### src/rtl/gray_pkg.sv
// Shared definitions for the gray decoder pipeline: default width and the
// popcount helper used by the optional GRAY_STEP_CHECK_EN step check.
package gray_pkg;

    localparam int DEFAULT_WIDTH = 3;

    function automatic logic [5:0] popcount(input logic [31:0] v);
        logic [5:0] n;
        n = 6'd0;
        for (int i = 0; i < 32; i++) begin
            n = n + {5'd0, v[i]};
        end
        return n;
    endfunction

endpackage

### src/rtl/gray_to_bin.sv
// Combinational gray-to-binary converter: each binary bit is the XOR of all
// gray bits at or above its position.
module gray_to_bin #(
    parameter int width = 3
) (
    input  logic [width-1:0] gray,
    output logic [width-1:0] bin
);

    for (genvar i = 0; i < width; i++) begin : g_bit
        assign bin[i] = ^gray[width-1:i];
    end

endmodule

### src/rtl/gray_decoder_pipe.sv
// Two-stage valid/ready gray-to-binary decoder (stage 1 holds gray, stage 2
// holds binary). Optional sticky step checker enabled by GRAY_STEP_CHECK_EN.
module gray_decoder_pipe
    import gray_pkg::*;
#(
    parameter int width = DEFAULT_WIDTH
) (
    input  logic             clk,
    input  logic             rst_n,
    input  logic             in_valid,
    output logic             in_ready,
    input  logic [width-1:0] gray_in,
    output logic             out_valid,
    input  logic             out_ready,
    output logic [width-1:0] bin_out
`ifdef GRAY_STEP_CHECK_EN
    ,
    output logic             step_err
`endif
);

    logic             s1_valid_r;
    logic [width-1:0] s1_gray_r;
    logic             s2_valid_r;
    logic [width-1:0] s2_bin_r;
    logic [width-1:0] dec_s;
    logic             adv_s;
    logic             in_ready_s;
    logic             accept_s;

    gray_to_bin #(.width(width)) u_dec (
        .gray (s1_gray_r),
        .bin  (dec_s)
    );

    // Pipeline advance and input acceptance; in_ready is held low during reset.
    always_comb begin
        adv_s      = !s2_valid_r || out_ready;
        in_ready_s = rst_n && (!s1_valid_r || adv_s);
        accept_s   = in_valid && in_ready_s;
    end

    // Stage 1: capture the incoming gray word whenever the slot frees up.
    always_ff @(posedge clk or negedge rst_n) begin
        if (!rst_n) begin
            s1_valid_r <= 1'b0;
            s1_gray_r  <= '0;
        end else if (in_ready_s) begin
            s1_valid_r <= in_valid;
            if (in_valid) begin
                s1_gray_r <= gray_in;
            end
        end
    end

    // Stage 2: capture the decoded word when empty or being consumed.
    always_ff @(posedge clk or negedge rst_n) begin
        if (!rst_n) begin
            s2_valid_r <= 1'b0;
            s2_bin_r   <= '0;
        end else if (adv_s) begin
            s2_valid_r <= s1_valid_r;
            if (s1_valid_r) begin
                s2_bin_r <= dec_s;
            end
        end
    end

    assign in_ready  = in_ready_s;
    assign out_valid = s2_valid_r;
    assign bin_out   = s2_bin_r;

`ifdef GRAY_STEP_CHECK_EN
    logic [width-1:0] prev_r;
    logic             have_prev_r;
    logic             step_err_r;
    logic [31:0]      diff_s;

    // Difference between the offered word and the last accepted one.
    always_comb begin
        diff_s            = 32'd0;
        diff_s[width-1:0] = gray_in ^ prev_r;
    end

    // The first word after reset only seeds prev_r; later words are compared.
    always_ff @(posedge clk or negedge rst_n) begin
        if (!rst_n) begin
            prev_r      <= '0;
            have_prev_r <= 1'b0;
            step_err_r  <= 1'b0;
        end else if (accept_s) begin
            prev_r      <= gray_in;
            have_prev_r <= 1'b1;
            if (have_prev_r && (popcount(diff_s) > 6'd1)) begin
                step_err_r <= 1'b1;
            end
        end
    end

    assign step_err = step_err_r;
`endif

endmodule

### config.mk
export PLATFORM = sky130hd
export DESIGN_NAME = gray_decoder_pipe
export DESIGN_NICKNAME = d
export VERILOG_FILES = /design/src/rtl/gray_pkg.sv /design/src/rtl/gray_to_bin.sv /design/src/rtl/gray_decoder_pipe.sv
export SDC_FILE = /design/constraint.sdc
export NUM_CORES = 1
export LEC_CHECK = 0
export BUFFER_PORTS_ARGS = -buffer_cell sky130_fd_sc_hd__buf_4
export CELL_PAD_IN_SITES_DETAIL_PLACEMENT = 1
export CELL_PAD_IN_SITES_GLOBAL_PLACEMENT = 1
export CORE_AREA = 2 2 39 41
export CTS_BUF_LIST = sky130_fd_sc_hd__clkbuf_8
export CTS_CLUSTER_SIZE = 12
export DETAILED_ROUTE_END_ITERATION = 12
export DIE_AREA = 0 0 41 43
export PLACE_DENSITY = 0.65
export SETUP_SLACK_MARGIN = 0.02
export SYNTH_ARGS = -nofsm -noshare
export SYNTH_HDL_FRONTEND = slang
export SYNTH_SLANG_ARGS = --single-unit
### constraint.sdc
create_clock -name clk -period 1.8 [get_ports clk]
set_clock_uncertainty 0.2 [all_clocks]
set_input_delay 0.18 -clock clk [delete_from_list [all_inputs] [get_ports clk]]
set_output_delay 0.18 -clock clk [all_outputs]
set_load 0.05 [all_outputs]
* After elaboration in Yosys (flattened, before gate mapping)
Cells that the tools add are included.
** Cells by class
- Add/subtract/negate cells :: 0
- Multipliers :: 0
- Divide/modulo/power cells :: 0
- Order comparisons :: 0
- Equality and inequality tests :: 0
- Shifts and indexed selects :: 0
- Mux-type cells :: 0
- Bitwise gates (word level) :: 0
- Reductions and logical operators :: 9
** Operators by type and width (number)
- 2-bit AND reduction :: 2
- 3-bit parity :: 1
- 1-bit zero test :: 2
- 1-bit logical OR :: 2
- 2-bit parity :: 1
- 1-bit logical AND :: 1
** Word-level totals
- Register bits after elaboration :: 8
- Latch bits :: 0
- RAM bits :: 0
- ROM bits :: 0
- Input bits :: 7
- Output and inout port bits :: 5
- Word-level logic and storage cells :: 13
- Memories kept :: 0

* Logic depth before layout (Yosys ltp)
- Depth in word-level cells :: 5
- Mapped depth :: 3
- Depth with buffers taken out :: 3

* Cells and area by module
A second synthesis with hierarchy kept.
** Second synthesis, totals
- Cells, all modules :: 27
- Area, all modules :: 382.9 um^2
** By module, submodules not included
- gray_decoder_pipe :: instances 1, cells an instance 24, area each 342.8 um^2, sequential area each 200.2 um^2
- gray_to_bin :: instances 1, cells an instance 3, area each 40.0 um^2, sequential area each 0.0 um^2

* Worst setup path after synthesis
OpenSTA, ideal clock, no wires.
- Path kind :: flip-flop to flip-flop
- Start point :: reg s2_valid_r (netlist: out_valid)
- End point :: reg s1_valid_r
- Setup time :: 0.182 ns
- Arrival time :: 2.045 ns
- Data required time :: 1.418 ns
- Path slack :: -0.627 ns
- Stages on the path, launching flop included :: 4
- Buffers on the path :: 0
- Clock period less this slack :: 2.427 ns
- Path through :: dfrtp_1 -> nor2b_4 -> a21boi_0 -> o21bai_1
** On the way
- Cells in the longest elaborated chain, start to end :: 4
** RTL lines
- from (decl) :: RTL line gray_decoder_pipe.sv:24 : logic s2_valid_r;
- from (signal assigned) :: RTL line gray_decoder_pipe.sv:62 : s2_valid_r <= s1_valid_r;
- 1-bit zero test :: RTL line gray_decoder_pipe.sv:38 : adv_s = !s2_valid_r || out_ready;
- 1-bit logical OR :: RTL line gray_decoder_pipe.sv:38
- 1-bit logical OR :: RTL line gray_decoder_pipe.sv:39 : in_ready_s = rst_n && (!s1_valid_r || adv_s);
- 1-bit logical AND :: RTL line gray_decoder_pipe.sv:39
- via in_ready :: RTL line gray_decoder_pipe.sv:11 : output logic in_ready,
- to (signal assigned) :: RTL line gray_decoder_pipe.sv:49 : s1_valid_r <= in_valid;
- to (decl) :: RTL line gray_decoder_pipe.sv:22 : logic s1_valid_r;
The timed path passes the listed nets, and every way through them passes these cells.
A chain may end at the register's enable or synchronous reset.

* Worst setup path in the final report
- Start point :: in rst_n
- End point :: out in_ready
** On the way
- Cells in the longest elaborated chain, start to end :: 1
** RTL lines
- from (decl) :: RTL line gray_decoder_pipe.sv:9 : input logic rst_n,
- 1-bit logical AND :: RTL line gray_decoder_pipe.sv:39
- to (decl) :: RTL line gray_decoder_pipe.sv:11
Every way passes these cells.

==> impl_results.md <==
- PD cells: approximately 1400 nW/um^2
- Die Area: between 1500 and 2000 um^2
- Inserted Clock Buffers: 3
- Setup-failing EPs final: 0
- Wirelength per Cell: 11.8 um
- Hold WC Path Type: in2async
- Critical Path AT: ~1300 ps
- WHS: about 120 ps
- Clock power share: about a quarter
- Initial drt markers: 3
- Post-CTS sizing: 0
- Setup TNS: 0 ps
- Leak: roughly 0.00026 uW
- Main combinational cell family by area after synthesis: multiplexers
- RSZ-0062 raised after global routing: false
- Sink Count: 8
- Async S/R FF share, synth: between 90% and 100%
- Buf/Inv on CP: 3
- I/O Pins: 12
- Number of global-route vias before repair: 302
- Compound-Gate Fraction of Synth Area: under 10%
- Synth Area in Adders: 0%
- TritonCTS clock tree: built
- R2R Path Start: out_valid$_DFFE_PN0P_
- Via count: between 200 and 250
- Netlist cell types: 12
- Fmax: a little under 600 MHz
- Element type at the critical path end: output pin
- R2r setup slk: between 400 and 500 ps
- #FFs+latches synth: 8
- Die Y: roughly 43 um
- Mux contribution to synthesized area: between 20% and 30%
- Max VDD drop: 0.445 mV
- Rel. slew slack: 81.4%
- R2R Path End: s1_gray_r[1]$_DFFE_PN0P_
- Post-synth top cells: dfrtp_1, mux2_2, mux2_4
- Post-synthesis sequential area ratio: between 50% and 60%
- Worst EP required: approximately 1400 ps
- Internal power: approximately 500 uW
- Gr ovfl total: 0
- Fin crit period: roughly 1700 ps
- Worst r2r path cells: 3
- Worst path cell trace: dlygate4sd3_1, buf_4, a21boi_2, buf_4
- Syn Inst Count: 24
- Antenna violations before repair: 0
- Top-count cell post-synth: dfrtp_1
- FILL cells: 148
- Max Slew Vio Count: 0
- Area contributors post-synth: dfrtp_1, mux2_4, mux2_2
- First-pass GRT wire length: between 1 and 1.5 mm
- Share of layout cells above drive strength 1: between 50% and 60%
- H-tree depth: 1
- DRC errors left: 0
- Clock buffer depth: 2
- # hold bufs at CTS: 4
- Worst-skew pair later-pin latency: about 220 ps
- Ys Warns: 0
- Synth Area in Simple Gates: 10.2%
- Vias per cell: 4.28
- Psw: 293 uW
- Clk pin slew, worst setup/hold paths: about 40 ps
- Area growth syn-to-layout: 50.8%
- Period utilization: 93.1%
- Core Area: around 1400 um^2
- FP Rows: 14
- Xor/xnor cell area share of the yosys netlist: under 10%
- Slew @ Worst Pin: roughly 280 ps
- Status: completed
- Number of port buffers: 11
- # diodes: 0
- Die width: slightly above 40 um
- Placement Setup Slack: 423 ps
- Antenna-violating nets left: 0
- Ys flop type: dfrtp_1
- Switching part of the total: between 30% and 40%
- Crit path largest cell delay: 530 ps
- Max Cap Viol: 0
- Worst setup margin: between 100 and 150 ps
- Critical-path top delay cell: dlygate4sd3_1
- GPL Wtd Cong: 0.654
- Avg Cell Area, Syn: about 15 um^2
- Fin. Hold Viols: 0
- Logic pwr share: about two fifths
- Worst setup SP type: input port
- Layout Nets: 51
- Worst setup path class: in2out
- Drt total wl: just under 700 um
- Number of flops mapped to enable cells by yosys: 0
- Cell Area, Synth: 369 um^2
- Flop pwr share: 33.5%
- Total iterations of the first detailed-routing run: 2
- Initial core utilization: between 20% and 30%
- Total GRT Usage: between 10% and 20%
- Largest net degree at the start of global routing: 11
- Area share of the largest cell type after synthesis: a little over half
- Post-synthesis net count: 31
- Setup Fix Bufs, Post-CTS: 0
- Critical path's top delay family: buffers and inverters
- Largest area contributor in the netlist: dfrtp_1
- Peak fanout along the critical path: 10
- Crit-path most repeated cell: buf_4
- Total Power: approximately 800 uW
- Finished Core Util: ~40%
- CTS root buf: clkbuf_8
## power groups by stage
stage	Sequential (uW)	Combinational [uW]	Clock, uW
global placement	268	316	0
finish	269	324	210
floorplan	395	102	0
CTS	272	329	221
global route	276	345	233
detailed placement	272	320	0
## layer usage
metal  global-route usage, %  share of wire [%]
met4                    10.0               0.88
met3                    3.14                6.5
met1                    8.97                 38
met2                    17.2                 54
met5                       0                  0
## cell families after synthesis
kind of cell / Yosys count
AND/OR/NAND/NOR: 4
flip-flops: 8
buffers and inverters: 1
XOR/XNOR: 2
multiplexers: 6
AO/OA/AOI/OAI: 3
## per-stage QoR
step                std cells  cell area (um^2)
global route               58               557
global placement           51               475
finish                     58               557
floorplan                  24               373
CTS                        58               557
detailed placement         51               475
## layout by cell type (no fill, tap or decap)
master | netlist | layout
buf_4 | 0 | 11
dfrtp_1 | 8 | 8
dlygate4sd3_1 | 0 | 4
mux2_4 | 3 | 3
mux2_2 | 3 | 3
clkbuf_8 | 0 | 3
xor2_1 | 2 | 2
nor2b_4 | 1 | 1
a21boi_2 | 0 | 1
inv_1 | 1 | 1
nand2_1 | 1 | 1
a21oi_4 | 1 | 1
o21bai_1 | 1 | 1
or2_2 | 1 | 1
nand2b_4 | 1 | 1
## how the worst max path moves through the flow
stage	from	slack, ps	cells after the start	end
detailed placement	out_valid$_DFFE_PN0P_	420	3	s1_gray_r[1]$_DFFE_PN0P_
global placement	out_valid$_DFFE_PN0P_	460	3	s1_gray_r[1]$_DFFE_PN0P_
floorplan	out_valid$_DFFE_PN0P_	90	3	s1_valid_r$_DFFE_PN0P_
finish	rst_n	120	4	in_ready
global route	rst_n	50	4	in_ready
CTS	rst_n	110	4	in_ready
## final cells by class
cell class              count  area (um^2)  share of cell area (%)
inverters                   1         3.75                   0.674
clock buffers               3         41.3                    7.42
multi-input cells          15          169                    30.3
flip-flops and latches      8          200                    36.0
well taps                  16         20.0                    3.60
repair buffers             15          123                    22.0
## flip-flops by register name (all words and copies together) (netlist names)
register and cells:
bin_out 3, out_valid 1, s1_gray_r 3, s1_valid_r 1
(Power assumes the default switching activity.)
